**config.mk**
```make
export PLATFORM = sky130hd
export DESIGN_NAME = array_seq_ctrl
export DESIGN_NICKNAME = d
export VERILOG_FILES = /design/src/rtl/sa_pkg.sv /design/src/rtl/rc_counter.sv /design/src/rtl/array_seq_ctrl.sv
export SDC_FILE = /design/constraint.sdc
export NUM_CORES = 1
export LEC_CHECK = 0
export CAP_MARGIN = 25
export CORE_UTILIZATION = 50
export CTS_BUF_LIST = sky130_fd_sc_hd__clkbuf_4
export CTS_CLUSTER_DIAMETER = 150
export CTS_CLUSTER_SIZE = 30
export DETAILED_ROUTE_END_ITERATION = 8
export HOLD_SLACK_MARGIN = 0.05
export PLACE_DENSITY = 0.91
export RECOVER_POWER = 25
export SLEW_MARGIN = 20
export SYNTH_ARGS = -nofsm -noshare
export SYNTH_HDL_FRONTEND = slang
export SYNTH_SLANG_ARGS = --single-unit
```
**constraint.sdc**
```tcl
create_clock -name clk -period 1.9 [get_ports clk]
set_input_delay 0.38 -clock clk [delete_from_list [all_inputs] [get_ports clk]]
set_output_delay 0.38 -clock clk [all_outputs]
set_load 0.03 [all_outputs]
```
**src/rtl/sa_pkg.sv**
```systemverilog
// Shared encodings for the systolic-array sequencer and its tiles.
// Holds the array-wide phase codes and the sequencer FSM state type.
package sa_pkg;

    // Array-wide phase codes broadcast to every tile_pe.
    localparam logic [1:0] S_LOAD_W = 2'd0;
    localparam logic [1:0] S_LOAD_X = 2'd1;
    localparam logic [1:0] S_MAC    = 2'd2;
    localparam logic [1:0] S_IDLE   = 2'd3;

    // Sequencer FSM states.
    typedef enum logic [2:0] {
        ST_IDLE,
        ST_LOAD_W,
        ST_LOAD_X,
        ST_MAC,
        ST_DONE
    } seq_state_e;

    // Map a sequencer state to the phase code seen by the tiles.
    // IDLE and DONE both read as S_IDLE.
    function automatic logic [1:0] phase_of(input seq_state_e st);
        logic [1:0] ph;
        case (st)
            ST_LOAD_W: ph = S_LOAD_W;
            ST_LOAD_X: ph = S_LOAD_X;
            ST_MAC:    ph = S_MAC;
            default:   ph = S_IDLE;
        endcase
        return ph;
    endfunction

endpackage

```
**src/rtl/rc_counter.sv**
```systemverilog
// Row-major {row,col} counter used to address the weight tiles.
// Column advances on each enable and wraps to 0 while the row advances;
// after the last cell the whole counter wraps back to {0,0}.
module rc_counter #(
    parameter int ROW_W  = 4,
    parameter int COL_W  = 4,
    parameter int N_ROWS = 4,
    parameter int N_COLS = 4
) (
    input  logic             clk,
    input  logic             rst,
    input  logic             en,
    input  logic             clr,
    output logic [ROW_W-1:0] row,
    output logic [COL_W-1:0] col,
    output logic             col_last,
    output logic             row_last
);

    localparam logic [ROW_W-1:0] ROW_MAX = ROW_W'(N_ROWS - 1);
    localparam logic [COL_W-1:0] COL_MAX = COL_W'(N_COLS - 1);

    logic [ROW_W-1:0] row_q, row_d;
    logic [COL_W-1:0] col_q, col_d;

    assign col_last = (col_q == COL_MAX);
    assign row_last = (row_q == ROW_MAX);
    assign row      = row_q;
    assign col      = col_q;

    // Next-count logic: clear wins over enable, wrap on the last column/row.
    always_comb begin
        // NOTE: every always_comb output gets a default first, so no path leaves it unassigned and no latch is inferred.
        row_d = row_q;
        col_d = col_q;
        if (clr) begin
            row_d = '0;
            col_d = '0;
        end else if (en) begin
            if (col_last) begin
                col_d = '0;
                row_d = row_last ? '0 : row_q + 1'b1;
            end else begin
                col_d = col_q + 1'b1;
            end
        end
    end

    // Counter registers with synchronous reset.
    always_ff @(posedge clk) begin
        // NOTE: non-blocking assignments here so every flop samples pre-edge values regardless of statement order.
        if (rst) begin
            row_q <= '0;
            col_q <= '0;
        end else begin
            row_q <= row_d;
            col_q <= col_d;
        end
    end

endmodule

```
**src/rtl/array_seq_ctrl.sv**
```systemverilog
// Job sequencer for a systolic tile array: streams weights into the tile
// configuration bus, streams one activation per row, then holds the MAC
// phase for the array's pipeline depth and pulses done.
module array_seq_ctrl
    import sa_pkg::*;
#(
    parameter int DW     = 8,
    parameter int ROW_W  = 4,
    parameter int COL_W  = 4,
    parameter int N_ROWS = 4,
    parameter int N_COLS = 4
) (
    input  logic                   clk,
    input  logic                   rst,
    input  logic                   start,
    input  logic                   reuse_w,
    input  logic                   abort,
    output logic                   busy,
    output logic                   done,
    input  logic                   w_valid,
    input  logic [DW-1:0]          w_data,
    output logic                   w_ready,
    input  logic                   x_valid,
    input  logic [DW-1:0]          x_data,
    output logic                   x_ready,
    output logic [ROW_W+COL_W-1:0] cfg_addr,
    output logic [DW-1:0]          cfg_data,
    output logic                   cfg_valid,
    output logic [ROW_W-1:0]       x_row,
    output logic [DW-1:0]          x_out,
    output logic                   x_we,
    output logic [1:0]             global_state
);

    // MAC phase lasts long enough for data to cross rows and columns.
    localparam int               MC_W     = ROW_W + COL_W;
    localparam logic [MC_W-1:0]  MAC_LAST = MC_W'(N_ROWS + N_COLS - 2);
    localparam logic [ROW_W-1:0] X_LAST   = ROW_W'(N_ROWS - 1);

    seq_state_e             state_q, state_d;
    logic                   w_loaded_q, w_loaded_d;
    logic                   busy_q, busy_d;
    logic                   done_q, done_d;
    logic                   cfg_valid_q, cfg_valid_d;
    logic [MC_W-1:0]        cfg_addr_q, cfg_addr_d;
    logic [DW-1:0]          cfg_data_q, cfg_data_d;
    logic                   x_we_q, x_we_d;
    logic [ROW_W-1:0]       x_row_q, x_row_d;
    logic [DW-1:0]          x_out_q, x_out_d;
    logic [1:0]             gstate_q, gstate_d;
    logic [ROW_W-1:0]       x_cnt_q, x_cnt_d;
    logic [MC_W-1:0]        mac_cnt_q, mac_cnt_d;

    logic                   abort_act;
    logic                   w_fire;
    logic                   x_fire;
    logic                   wc_clr;
    logic [ROW_W-1:0]       wc_row;
    logic [COL_W-1:0]       wc_col;
    logic                   wc_col_last;
    logic                   wc_row_last;

    // Ready is a pure state decode; abort blocks the handshake instead.
    assign w_ready   = (state_q == ST_LOAD_W);
    assign x_ready   = (state_q == ST_LOAD_X);
    assign abort_act = abort && (state_q != ST_IDLE);
    assign w_fire    = w_valid && w_ready && !abort;
    assign x_fire    = x_valid && x_ready && !abort;
    assign wc_clr    = abort_act || (state_q == ST_IDLE);

    rc_counter #(
        .ROW_W  (ROW_W),
        .COL_W  (COL_W),
        .N_ROWS (N_ROWS),
        .N_COLS (N_COLS)
    ) u_wcnt (
        .clk      (clk),
        .rst      (rst),
        .en       (w_fire),
        .clr      (wc_clr),
        .row      (wc_row),
        .col      (wc_col),
        .col_last (wc_col_last),
        .row_last (wc_row_last)
    );

    // Next-state and next-output logic; abort overrides every state action.
    always_comb begin
        state_d     = state_q;
        w_loaded_d  = w_loaded_q;
        cfg_valid_d = 1'b0;
        cfg_addr_d  = cfg_addr_q;
        cfg_data_d  = cfg_data_q;
        x_we_d      = 1'b0;
        x_row_d     = x_row_q;
        x_out_d     = x_out_q;
        x_cnt_d     = x_cnt_q;
        mac_cnt_d   = mac_cnt_q;

        if (abort_act) begin
            state_d   = ST_IDLE;
            x_cnt_d   = '0;
            mac_cnt_d = '0;
            if (state_q == ST_LOAD_W) begin
                w_loaded_d = 1'b0;
            end
        end else begin
            case (state_q)
                ST_IDLE: begin
                    if (start) begin
                        if (reuse_w && w_loaded_q) begin
                            state_d = ST_LOAD_X;
                        end else begin
                            // Weights are about to be overwritten.
                            state_d    = ST_LOAD_W;
                            w_loaded_d = 1'b0;
                        end
                    end
                end
                ST_LOAD_W: begin
                    if (w_fire) begin
                        cfg_valid_d = 1'b1;
                        cfg_data_d  = w_data;
                        cfg_addr_d  = {wc_row, wc_col};
                        if (wc_row_last && wc_col_last) begin
                            state_d    = ST_LOAD_X;
                            w_loaded_d = 1'b1;
                        end
                    end
                end
                ST_LOAD_X: begin
                    if (x_fire) begin
                        x_we_d  = 1'b1;
                        x_out_d = x_data;
                        x_row_d = x_cnt_q;
                        if (x_cnt_q == X_LAST) begin
                            x_cnt_d = '0;
                            state_d = ST_MAC;
                        end else begin
                            x_cnt_d = x_cnt_q + 1'b1;
                        end
                    end
                end
                ST_MAC: begin
                    if (mac_cnt_q == MAC_LAST) begin
                        mac_cnt_d = '0;
                        state_d   = ST_DONE;
                    end else begin
                        mac_cnt_d = mac_cnt_q + 1'b1;
                    end
                end
                default: begin
                    state_d = ST_IDLE;
                end
            endcase
        end

        // Status outputs follow the state being entered, so they line up with it.
        busy_d   = (state_d != ST_IDLE);
        done_d   = (state_d == ST_DONE);
        gstate_d = phase_of(state_d);
    end

    // State and output registers; reset also clears the weight-valid flag.
    always_ff @(posedge clk) begin
        if (rst) begin
            state_q     <= ST_IDLE;
            w_loaded_q  <= 1'b0;
            busy_q      <= 1'b0;
            done_q      <= 1'b0;
            cfg_valid_q <= 1'b0;
            cfg_addr_q  <= '0;
            cfg_data_q  <= '0;
            x_we_q      <= 1'b0;
            x_row_q     <= '0;
            x_out_q     <= '0;
            gstate_q    <= S_IDLE;
            x_cnt_q     <= '0;
            mac_cnt_q   <= '0;
        end else begin
            state_q     <= state_d;
            w_loaded_q  <= w_loaded_d;
            busy_q      <= busy_d;
            done_q      <= done_d;
            cfg_valid_q <= cfg_valid_d;
            cfg_addr_q  <= cfg_addr_d;
            cfg_data_q  <= cfg_data_d;
            x_we_q      <= x_we_d;
            x_row_q     <= x_row_d;
            x_out_q     <= x_out_d;
            gstate_q    <= gstate_d;
            x_cnt_q     <= x_cnt_d;
            mac_cnt_q   <= mac_cnt_d;
        end
    end

    assign busy         = busy_q;
    assign done         = done_q;
    assign cfg_valid    = cfg_valid_q;
    assign cfg_addr     = cfg_addr_q;
    assign cfg_data     = cfg_data_q;
    assign x_we         = x_we_q;
    assign x_row        = x_row_q;
    assign x_out        = x_out_q;
    assign global_state = gstate_q;

endmodule

```
# Word level (Yosys, flattened, before mapping)
# Index checks and enable logic that the tools add are counted.
# Widths: inputs -> output; s select.
[totals]
output_inout_bits = 36
register_bits = 58
inputBits = 23
[classes]
bitwise_logic = 3
n_eq_ne = 16
n_reduce_logical = 22
addsub = 4
n_mux = 23
[ops]
columns = ["op", "count"]
rows = [
  ["$mux 3", 7],
  ["$add 4x1->4 const B", 3],
  ["$eq 3x2->1 const B", 4],
  ["$eq 4x2->1 const B", 3],
  ["$mux 4", 3],
  ["$pmux 3 s4", 1],
  ["$add 8x1->8 const B", 1],
  ["$eq 8x3->1 const B", 1],
  ["$mux 1", 8],
  ["$mux 8", 1],
  ["$logic_and 1x1->1", 7],
  ["$eq 3x1->1 const B", 2],
  ["$ne 3x1->1 const B", 2],
  ["$ne 3x3->1 const B", 2],
  ["$pmux 2 s3", 1],
  ["$reduce_and 3->1", 2],
  ["$reduce_and 6->1", 1],
  ["$reduce_bool 3->1", 2],
  ["$reduce_or 3->1", 2],
  ["$reduce_and 2->1", 2],
  ["$reduce_or 2->1", 2],
  ["$eq 3x3->1 const B", 1],
  ["$logic_not 3->1", 1],
  ["$not 1->1", 3],
  ["other kinds (6)", 6],
]

# Depth between registers and ports, before layout
[depth]
depth_word = 8
mapped_depth = 8
depth_no_buf = 7

# By module
# From an unflattened synthesis, not the netlist that was laid out.
[hier_totals]
cells_unflattened = 282
hier_area_um2 = 2356.0
[by_module_without_submodules]
columns = ["mod", "cells_per_inst", "n_inst", "seq_area_each_um2", "area_each_um2"]
rows = [
  ["array_seq_ctrl", 241, 1, 1001.0, 1973.1],
  ["rc_counter", 41, 1, 160.2, 382.9],
]

# Worst setup path before layout
# No wires, ideal clock.
[synth_path]
path_type = "flip-flop to flip-flop"
start = "reg state_q[1]"
end = "reg gstate_q[0], in the netlist global_state[0]"
setup_ps = 127
arrival_time_ps = 1888
stages_incl_launch_ff = 6
path_slack_ps = -115
path_cell_list = "dfxtp_1 -> nor3b_2 -> nand3b_2 -> o221a_1 -> a21boi_1 -> or3_1"
[synth_via]
elab_chain_len = 8
word_cells_on_any_way = 22
classes_between = "eq/ne: 6; mux: 9; reduce/logical: 7"
[synth_lines]
columns = ["item", "line_no", "rtl"]
rows = [
  ["start, declared", "array_seq_ctrl.sv:40", "seq_state_e state_q, state_d;"],
  ["start signal, assigned", "array_seq_ctrl.sv:181", "state_q <= state_d;"],
  ["$eq 3x2->1 *", "array_seq_ctrl.sv:65", "assign x_ready = (state_q == ST_LOAD_X);"],
  ["named net x_ready", "array_seq_ctrl.sv:25", "output logic x_ready,"],
  ["$logic_and 1x1->1 (2 in series)", "array_seq_ctrl.sv:68", "assign x_fire = x_valid && x_ready && !abort;"],
  ["$mux 3", "array_seq_ctrl.sv:132", "if (x_fire) begin"],
  ["$pmux 3 s4 *", "array_seq_ctrl.sv:108", "case (state_q)"],
  ["$mux 3 *", "array_seq_ctrl.sv:100", "if (abort_act) begin"],
  ["$eq 3x2->1 / $eq 3x1->1 (equally long branches)", "sa_pkg.sv:24", "case (st)"],
  ["$pmux 2 s3 *", "sa_pkg.sv:24", ""],
  ["end signal, assigned", "array_seq_ctrl.sv:191", "gstate_q <= gstate_d;"],
  ["end, declared", "array_seq_ctrl.sv:50", "logic [1:0] gstate_q, gstate_d;"],
]
# The timed path passes the listed nets; every way through them passes the cells marked *.
# A chain may end at the register's enable or synchronous reset.

# Worst setup path after layout
[layout_path]
start = "reg state_q[2]"
end = "out w_ready"
[layout_via]
elab_chain_len = 1
[layout_lines]
columns = ["item", "line_no", "rtl"]
rows = [
  ["$eq 3x1->1", "array_seq_ctrl.sv:64", "assign w_ready = (state_q == ST_LOAD_W);"],
  ["end, declared", "array_seq_ctrl.sv:22", "output logic w_ready,"],
]
# No other way between the ends.

==> impl_metrics.toml <==
[yosys]
ys_ff_latch = 58
syn-instance-count = 272
ys_types = 40
netlist_area_um2 = 2310
postSynthAreaPerCell_um2 = 8.492
synth_nets = 300
yosys_warnings = 0
ys_seq_area_share_pct = 50.27

[placed_design]
gp_congestion = 0.8889
dp.cells = 381
port_buffers = 58
dp_slack_ns = -0.02914
dp_hpwl_mm = 3.654

[timing]
slew_headroom_pct = 72.28
worst_pin_slew_ns = 0.4140
period_needed_ns = 1.832
setup_viol = 0
skew_ns = 0.007690
max_freq_mhz = 545.9
slew_violations = 0
hold_violations = 0
finalWorstSetupSlack_ns = 0.06824
finalCritPeriodShare_pct = 96.41

[pwr]
switching_share_pct = 22.94
total_power_uw = 2256
p_int_uw = 1738
pwr-share-seq_pct = 54.9
irDropWorstVdd_mv = 0.5490
p_comb_share_pct = 8.2
switching_power_uw = 517.5
p_clk_share_pct = 36.8
cellPowerDensity_nw_per_um2 = 722.4
p_leak_uw = 0.001123

[routing]
vias_per_cell = 5.311
drt_wl_total_mm = 5.047
first_iter_violations = 123
vias = 2103
ant_nets = 0
drc = 0
dr.pass1.iters = 4
wire_per_inst_um = 12.74

[clocking]
clock_latency_ns = 0.40
tritoncts = "built"
clk_pin_slew_ns = 0.09
cts_max_level = 3
cts.path.max_buffers = 2
numCtsBuffers = 9
hold_buffers = 0
cts_sinks = 58
post_cts_buffers = 0
cts_root_buf = "clkbuf_4"

[die]
io_pins = 59
die_area_um2 = 4895
die_h_um = 69.97
initial_core_util_pct = 52.68
die_w_um = 69.97
placementRows = 24
coreArea_um2 = 4384

[layout]
fin_nets = 368
stdcell_count = 396
n_antenna_cell = 0
drive_gt1_share_pct = 10.17
syn_to_final_growth_pct = 35.21

[global_route]
grt_max_degree = 31
grt_pass1_vias = 1984
met1_usage_pct = 26.10
grt_pass1_wl_mm = 8.604
met2_usage_pct = 36.86
grtUsageMet3_pct = 5.772
grt.busiest_layer = "met2"
grt_overflow = 0
grtUsageTotal_pct = 22.35
antenna_found_initial = 0

[setup_path]
worstSetupStartpoint = "state_q[2]"
worstPathRequired_ns = 1.52
worst-path-max-fanout = 7
cp_common_cell = "buf_4"
critical_path_cell_count = 4
r2r_start = "x_cnt_q[1]"
path_buf_inv = 3
cp-end-kind = "output pin"
crit_type = "register to output pin"
slowest_delay_ns = 0.38
cp_top_family = "buffers and inverters"
cp-start-kind = "register"
crit_end = "w_ready"
arrival_ns = 1.45
r2r_slack_ns = 0.14
r2r-end = "global_state[0]"
reg2reg_depth = 6
crit_chain = "buf_4 > nor3b_4 > buf_4 > buf_4"
critPathSlowestCell = "dfxtp_2"

[run]
max_cap_viol_count = 0

[outcome]
status = "completed"

[hold_path]
hp-class = "register to register"
## cell families (layout without fill, tap and decap cells)
kind of cell,count (synthesis),after routing,share of synthesized area [%]
AOI/OAI and AO/OA,51,51,12.24
xor gates and xnor gates,8,8,3.034
adders and majority gates,5,5,2.709
buffers and inverters,17,89,3.196
DFF,58,58,50.27
muxes,1,1,0.4334
and+or+nand+nor,132,132,28.12
## how the worst min path moves through the flow
stage,startpoint,endpoint,slack [ns],cells after the start
after floorplan,x_cnt_q[2],x_row[2],0.46,2
after global placement,cfg_addr[4],cfg_addr[4],0.44,2
after detailed placement,cfg_data[6],cfg_data[6],0.45,2
after CTS,cfg_data[6],cfg_data[6],0.46,2
after global routing,cfg_data[6],cfg_data[6],0.48,2
final,x_row[0],x_row[0],0.46,2
## registers in the layout, indices dropped and copies added, names as in the netlist
signal and flops:
u_wcnt.col 4, global_state 2, w_loaded_q 1, busy 1, x_row 4, cfg_data 8
done 1, state_q 3, cfg_valid 1, x_out 8, x_we 1, u_wcnt.row 4
cfg_addr 8, mac_cnt_q 8, x_cnt_q 4
## metrics by stage
step                      hold slack, ns  util [%]  cell area, µm²  setup TNS, ns
after detailed placement          0.4459     68.58            3007       -0.02914
after floorplan                   0.4582         -            2316              0
after CTS                         0.4593     71.49            3134              0
after global placement            0.4414     68.58            3007              0
final                             0.4574     71.23            3123              0
after global routing              0.4779     71.23            3123       -0.01020
## cell usage after synthesis (all sizes together)
cell     instances  area [µm²]
a211o            1       8.760
nor4             1       12.51
o221a            1       11.26
a21o             1       7.510
a221oi           1       8.760
nor2b            2       12.51
buf              7       36.28
nand4bb          1       11.26
mux2i            1       10.01
nand2           73       281.5
inv              3       11.26
a31oi            1       6.260
a22o             1       8.760
or3              5       31.28
and3b            3       26.28
xnor2            3       26.28
dfxtp           58        1161
clkbuf           7       26.28
nand4b           2       17.52
nor3b            4       51.30
nand4            2       12.51
o21ai            3       15.01
a21oi           40       200.2
nor3             5       25.02
nand3            8       40.04
and4             1       8.760
ha               5       62.56
a311oi           1       8.760
xor2             5       43.79
and2b            1       7.510
a21boi           1       7.510
nand3b           4       33.78
nor2            19       71.32
nand2b           1       6.260
## power groups by stage
stage          combinational (µW)  clock (µW)  sequential, µW
2_1_floorplan                67.6           0            1290
3_3_place_gp                  188           0            1270
3_5_place_dp                  191           0            1270
4_1_cts                       192         857            1240
5_1_grt                       198         914            1240
6_report                      186         831            1240
## layout by cell type, fill, tap and decap left out, drive strengths merged, types with 8 or more instances in the layout
master,count
a21oi,40
buf,11
clkbuf,14
clkdlybuf4s50,56
dfxtp,58
nand2,73
nand3,8
nor2,19
## final cells by class
type	count	area, µm²
multi-input cells	197	1090
fillers	352	1261
inverters	3	11.26
clock buffers	11	82.58
repair buffers	71	665.6
well taps	52	65.06
clock inverters	4	43.79
flip-flops and latches	58	1165
## routing by layer
layer | vias to the layer above | wire length [µm]
li1 | 1060 | -
met1 | 976 | 2176
met2 | 59 | 2556
met3 | 8 | 195
met4 | 0 | 119
met5 | - | 0
## worst min-delay path: stages, from the launching register on
cell and delay (ns):
dfxtp_1 0.32, nand2_1 0.05, a21oi_1 0.05
## what timing repair did
action                                  in CTS  in global routing
resized for setup                            3                  3
pin swaps                                    0                  0
endpoints found under the setup margin       2                  6
(Power assumes the default switching activity.)
